## config.mk

```make
export PLATFORM = sky130hd
export DESIGN_NAME = instr_sequencer
export DESIGN_NICKNAME = d
export VERILOG_FILES = /design/src/rtl/instr_sequencer.sv
export SDC_FILE = /design/constraint.sdc
export NUM_CORES = 1
export LEC_CHECK = 0
export CAP_MARGIN = 10
export CORE_ASPECT_RATIO = 1.5
export CORE_MARGIN = 5
export CORE_UTILIZATION = 40
export DETAILED_ROUTE_END_ITERATION = 16
export GPL_TIMING_DRIVEN = 1
export HOLD_SLACK_MARGIN = 0.1
export PLACE_DENSITY = 0.83
export SKIP_LAST_GASP = 1
export SYNTH_ARGS = -nofsm -noshare
export SYNTH_HDL_FRONTEND = slang
export SYNTH_SLANG_ARGS = --single-unit
```

## constraint.sdc

```tcl
create_clock -name clk -period 2.2 [get_ports clk]
set_clock_uncertainty 0.15 [all_clocks]
set_input_delay 0.22 -clock clk [delete_from_list [all_inputs] [get_ports clk]]
set_output_delay 0.22 -clock clk [all_outputs]
set_load 0.005 [all_outputs]
```

## src/rtl/instr_sequencer.sv

```systemverilog
// Multi-cycle fetch/issue sequencer: owns PC and IR, fetches over a req/ack port,
// then walks each instruction through decode, execute, memory, writeback and PC update.
module instr_sequencer #(
    parameter int ADDR_W  = 16,
    parameter int INSTR_W = 32
) (
    input  logic               clk,
    input  logic               rst_n,
    input  logic               Start,
    input  logic [ADDR_W-1:0]  StartPC,
    output logic               IMemReq,
    output logic [ADDR_W-1:0]  IMemAddr,
    input  logic               IMemAck,
    input  logic [INSTR_W-1:0] IMemData,
    output logic [5:0]         Op,
    output logic [INSTR_W-1:0] Instr,
    input  logic               IncPCJTA,
    input  logic [1:0]         JmpType,
    input  logic               MemRead,
    input  logic               MemWrite,
    input  logic               RegWrite,
    output logic               ExecGo,
    input  logic               ExecDone,
    input  logic               FlagEq,
    input  logic               FlagGt,
    input  logic               FlagLs,
    output logic               DMemReq,
    input  logic               DMemAck,
    output logic               WbEn,
    output logic               Busy,
    output logic               Halted,
    output logic [ADDR_W-1:0]  PC
);

    typedef enum logic [2:0] {
        S_IDLE,
        S_FETCH,
        S_DECODE,
        S_EXEC,
        S_MEM,
        S_WB,
        S_PCUPD,
        S_HALT
    } state_t;

    localparam logic [5:0] OP_MLD   = 6'b000000;
    localparam logic [5:0] OP_MSTR  = 6'b000001;
    localparam logic [5:0] OP_MCMP  = 6'b011000;
    localparam logic [5:0] OP_HALT  = 6'b111111;
    localparam logic [ADDR_W-1:0] PC_ONE = {{(ADDR_W-1){1'b0}}, 1'b1};

    state_t              state_reg, state_next;
    logic [ADDR_W-1:0]   pc_reg, pc_next;
    logic [INSTR_W-1:0]  ir_reg, ir_next;
    logic [2:0]          flags_reg, flags_next;   // {eq, gt, ls}
    logic                exec_first_reg, exec_first_next;

    logic [5:0] op;
    logic       is_jump;
    logic       is_mem;
    logic       is_matrix_arith;
    logic       is_exec;
    logic       jump_taken;
    logic       mem_active;

    // The jump/no-jump choice comes from the opcode group and the latched flags.
    logic unused_decoder;
    assign unused_decoder = IncPCJTA;

    assign op              = ir_reg[INSTR_W-1 -: 6];
    assign is_jump         = (op[5:2] == 4'b0111);
    assign is_mem          = (op == OP_MLD) || (op == OP_MSTR);
    assign is_matrix_arith = (op == 6'b001000) || (op == 6'b001001) ||
                             (op == 6'b001100) || (op == 6'b001101);
    assign is_exec         = is_matrix_arith || (op == OP_MCMP) || (op == 6'b100100);
    assign mem_active      = MemRead | MemWrite;

    always_comb begin
        jump_taken = 1'b0;
        case (JmpType)
            2'b00: jump_taken = 1'b1;
            2'b01: jump_taken = flags_reg[2];
            2'b10: jump_taken = flags_reg[1];
            2'b11: jump_taken = flags_reg[0];
            default: jump_taken = 1'b0;
        endcase
    end

    always_ff @(posedge clk) begin
        if (!rst_n) begin
            state_reg      <= S_IDLE;
            pc_reg         <= '0;
            ir_reg         <= '0;
            flags_reg      <= '0;
            exec_first_reg <= 1'b0;
        end else begin
            state_reg      <= state_next;
            pc_reg         <= pc_next;
            ir_reg         <= ir_next;
            flags_reg      <= flags_next;
            exec_first_reg <= exec_first_next;
        end
    end

    always_comb begin
        state_next      = state_reg;
        pc_next         = pc_reg;
        ir_next         = ir_reg;
        flags_next      = flags_reg;
        exec_first_next = 1'b0;
        IMemReq         = 1'b0;
        ExecGo          = 1'b0;
        DMemReq         = 1'b0;
        WbEn            = 1'b0;

        case (state_reg)
            S_IDLE: begin
                if (Start) begin
                    pc_next    = StartPC;
                    state_next = S_FETCH;
                end
            end
            S_FETCH: begin
                IMemReq = 1'b1;
                if (IMemAck) begin
                    ir_next    = IMemData;
                    state_next = S_DECODE;
                end
            end
            S_DECODE: begin
                if (op == OP_HALT) begin
                    state_next = S_HALT;
                end else if (is_jump) begin
                    state_next = S_PCUPD;
                end else if (is_mem) begin
                    state_next = S_MEM;
                end else if (is_exec) begin
                    state_next      = S_EXEC;
                    exec_first_next = 1'b1;
                end else begin
                    state_next = S_PCUPD;
                end
            end
            S_EXEC: begin
                ExecGo = exec_first_reg;
                // A done seen during the launch cycle belongs to nothing we started.
                if (!exec_first_reg && ExecDone) begin
                    if (op == OP_MCMP) begin
                        flags_next = {FlagEq, FlagGt, FlagLs};
                    end
                    state_next = (RegWrite || is_matrix_arith) ? S_WB : S_PCUPD;
                end
            end
            S_MEM: begin
                DMemReq = mem_active;
                if (!mem_active || DMemAck) begin
                    state_next = MemRead ? S_WB : S_PCUPD;
                end
            end
            S_WB: begin
                WbEn       = 1'b1;
                state_next = S_PCUPD;
            end
            S_PCUPD: begin
                if (is_jump && jump_taken) begin
                    pc_next = ir_reg[ADDR_W-1:0];
                end else begin
                    pc_next = pc_reg + PC_ONE;
                end
                state_next = S_FETCH;
            end
            S_HALT: begin
                state_next = S_HALT;
            end
            default: begin
                state_next = S_IDLE;
            end
        endcase
    end

    assign IMemAddr = pc_reg;
    assign PC       = pc_reg;
    assign Op       = op;
    assign Instr    = ir_reg;
    assign Busy     = (state_reg != S_IDLE) && (state_reg != S_HALT);
    assign Halted   = (state_reg == S_HALT);

endmodule

```

==> results.json <==
{
  "end_kind": "output pin",
  "num_io_pins": 139,
  "cts_tree": "done",
  "rows": 38,
  "synth.area.top_cells": "dfxtp_1, nand2_1, a21boi_0, buf_4, nor2_1",
  "required_ns": 1.83,
  "dp.final_hpwl_um": 6880,
  "clock_sinks": 55,
  "cts_buffer_depth": 2,
  "avgViaCountPerCell": 5.08,
  "routedWlPerCell_um": 14.9,
  "grt_max_degree": 33,
  "nFillCells": 649,
  "ys.flop_type": "dfxtp_1",
  "dr_total_vias": 3001,
  "nets": 554,
  "wl_um": 8810,
  "initial_core_util_pct": 41.4,
  "syn2layout_area_growth_pct": 48.5,
  "register_area_um2": 1110,
  "layout-drive-gt1-share_pct": 6.72,
  "holdCritPathClass": "in2reg",
  "antenna_cells": 0,
  "synth-seq-area-share_pct": 36.5,
  "crit_path_start_kind": "flop",
  "crit_fanout": 12,
  "port_buffers": 137,
  "leakagePower_nw": 1.61,
  "die_area_um2": 9400,
  "antenna_left": 0,
  "p_per_area_nw_per_um2": 605,
  "crit_type": "reg2out",
  "max_freq_mhz": 479,
  "drc": 0,
  "yosys_warnings": 0,
  "multi_input_area_um2": 1640,
  "syn_inst": 377,
  "path_buf_inv": 1,
  "cpPeakStageDelay_ns": 0.51,
  "power_w": 0.00271,
  "setup_viol": 0,
  "fin_cells": 591,
  "finalCriticalPeriod_ns": 2.09,
  "syn_area_per_cell_um2": 7.99,
  "h-tree-depth": 2,
  "drv_slew": 0,
  "vdd_drop_max_mv": 0.370,
  "setup.worst_path.start": "state_reg[0]",
  "cts_root_buf": "clkbuf_8",
  "firstDrtPassIters": 4,
  "min-delay-start": "IMemData[6]",
  "path_clk_slew_ns": 0.11,
  "cp_data_arrival_time_ns": 1.72,
  "grt-ovfl-total": 0,
  "crit_slowest_cell": "clkdlybuf4s50_1",
  "crit_path_cell_trace": "or3b_1 -> nor2_1 -> clkdlybuf4s50_1",
  "r2r-start": "IMemAddr[0]",
  "largest_register_ffs": 32,
  "timing.max_cap.violations": 0,
  "die_w_um": 80.9,
  "cp_top_family": "simple AND/OR/NAND/NOR gates",
  "drtIter0Drc": 160,
  "pre_cts_ws_ns": 0.113,
  "dp_cells": 583,
  "hold_violations": 0,
  "slew_headroom_pct": 69.2,
  "synth_edf_count": 0,
  "tightest_slew_ns": 0.456,
  "ys_ff_latch": 55,
  "insertion_delay_ns": 0.31,
  "fin_ws_ns": 0.113,
  "grt_use_total_pct": 18.7,
  "grt_pass1_wl_um": 14000,
  "synth_common_cells": "nand2_1, dfxtp_1, a21boi_0",
  "synth_most_common_cell": "nand2_1",
  "die_h_um": 116,
  "core_area_um2": 7270,
  "grt_setup_unrepaired": "no",
  "period_share_pct": 94.9,
  "status": "finished, final reports clean",
  "yosys.area.top_type_share_pct": 36.5,
  "post_cts_buffers": 0,
  "async_flop_share_pct": 0,
  "syn_nets": 441,
  "gp_congestion": 0.871,
  "cts_buffers": 5,
  "setup_tns_ns": 0,
  "antenna_found_initial": 0,
  "grt_pass1_vias": 2941,
  "synth.distinct_cells": 52,
  "yosysTopAreaCell": "dfxtp_1",
  "hold_buffers": 0,
  "syn_area_um2": 3010
}
==> cell usage in the layout (no fill, tap or decap), drive strengths merged, types with 2 or more instances in the layout <==
master,Yosys,layout
clkdlybuf4s50,0,137
nand2,79,79
dfxtp,55,55
a21boi,33,33
nor2,31,31
buf,28,13
o21ai,12,12
a21oi,11,11
o221ai,8,8
nor2b,7,7
mux2i,7,7
xor2,7,7
xnor2,7,7
nand3,6,6
nor4,6,6
nor3,6,6
a211oi,6,6
clkbuf,16,6
mux2,5,5
inv,4,5
nand4,5,5
and2,4,4
o31ai,4,4
and3,2,2
nor3b,2,2
nand3b,2,2
nor4b,2,2
a221oi,2,2
a311oi,2,2
==> where the power goes <==
group / switching (W) / internal [W] / leakage (nW)
sequential: 0.000123 / 0.00108 / 0.450
clock: 0.000344 / 0.000375 / 0.0618
combinational: 0.000300 / 0.000483 / 1.09
==> worst paths after layout <==
kind,endpoint,slack [ns],cells past startpoint
setup / recovery,DMemReq,0.11,3
hold / removal,Instr[6],0.30,3
setup reg to reg,IMemAddr[12],0.32,6
hold reg to reg,Instr[17],0.32,2
==> layout make-up <==
class                   count  area share [%]
multi-input cells         274            36.6
repair buffers            150            32.8
flip-flops and latches     55            24.7
well taps                 100            2.80
clock buffers               6            1.85
clock inverters             2           0.867
inverters                   4           0.336
==> worst min-delay path: stages <==
cell and delay, ns:
clkdlybuf4s50_1 0.39, nand2_1 0.05, a21boi_0 0.06
==> cells by family after synthesis <==
family / Yosys count / share of synthesized area, %
and+or+nand+nor: 159 / 24.3
AOI/OAI and AO/OA: 88 / 21.3
DFF: 55 / 36.5
buffers and inverters: 48 / 9.09
xor gates and xnor gates: 14 / 4.07
muxes: 12 / 4.19
adders and majority gates: 1 / 0.415
==> routing by layer <==
layer,up-vias,track usage [%],part of all wire (%)
met3,12,5.40,7.2
met1,1366,19.7,37
met2,99,34.6,54
li1,1524,-,-
met4,0,6.88,2.0
met5,-,0,0
==> through the flow <==
stage / instance area, um2 / hold WS, ns / utilization, %
finish: 4470 / 0.303 / 61.5
global placement: 4350 / 0.298 / 59.8
detailed placement: 4350 / 0.306 / 59.8
global route: 4470 / 0.295 / 61.5
CTS: 4470 / 0.299 / 61.5
floorplan: 3010 / 0.215 / -
==> what timing repair did <==
action | 4_1_cts | 5_1_grt
hold endpoints to repair | 0 | 0
endpoints found under the setup margin | 1 | 2
gates resized for setup | 1 | 2
(Power assumes the default switching activity.)
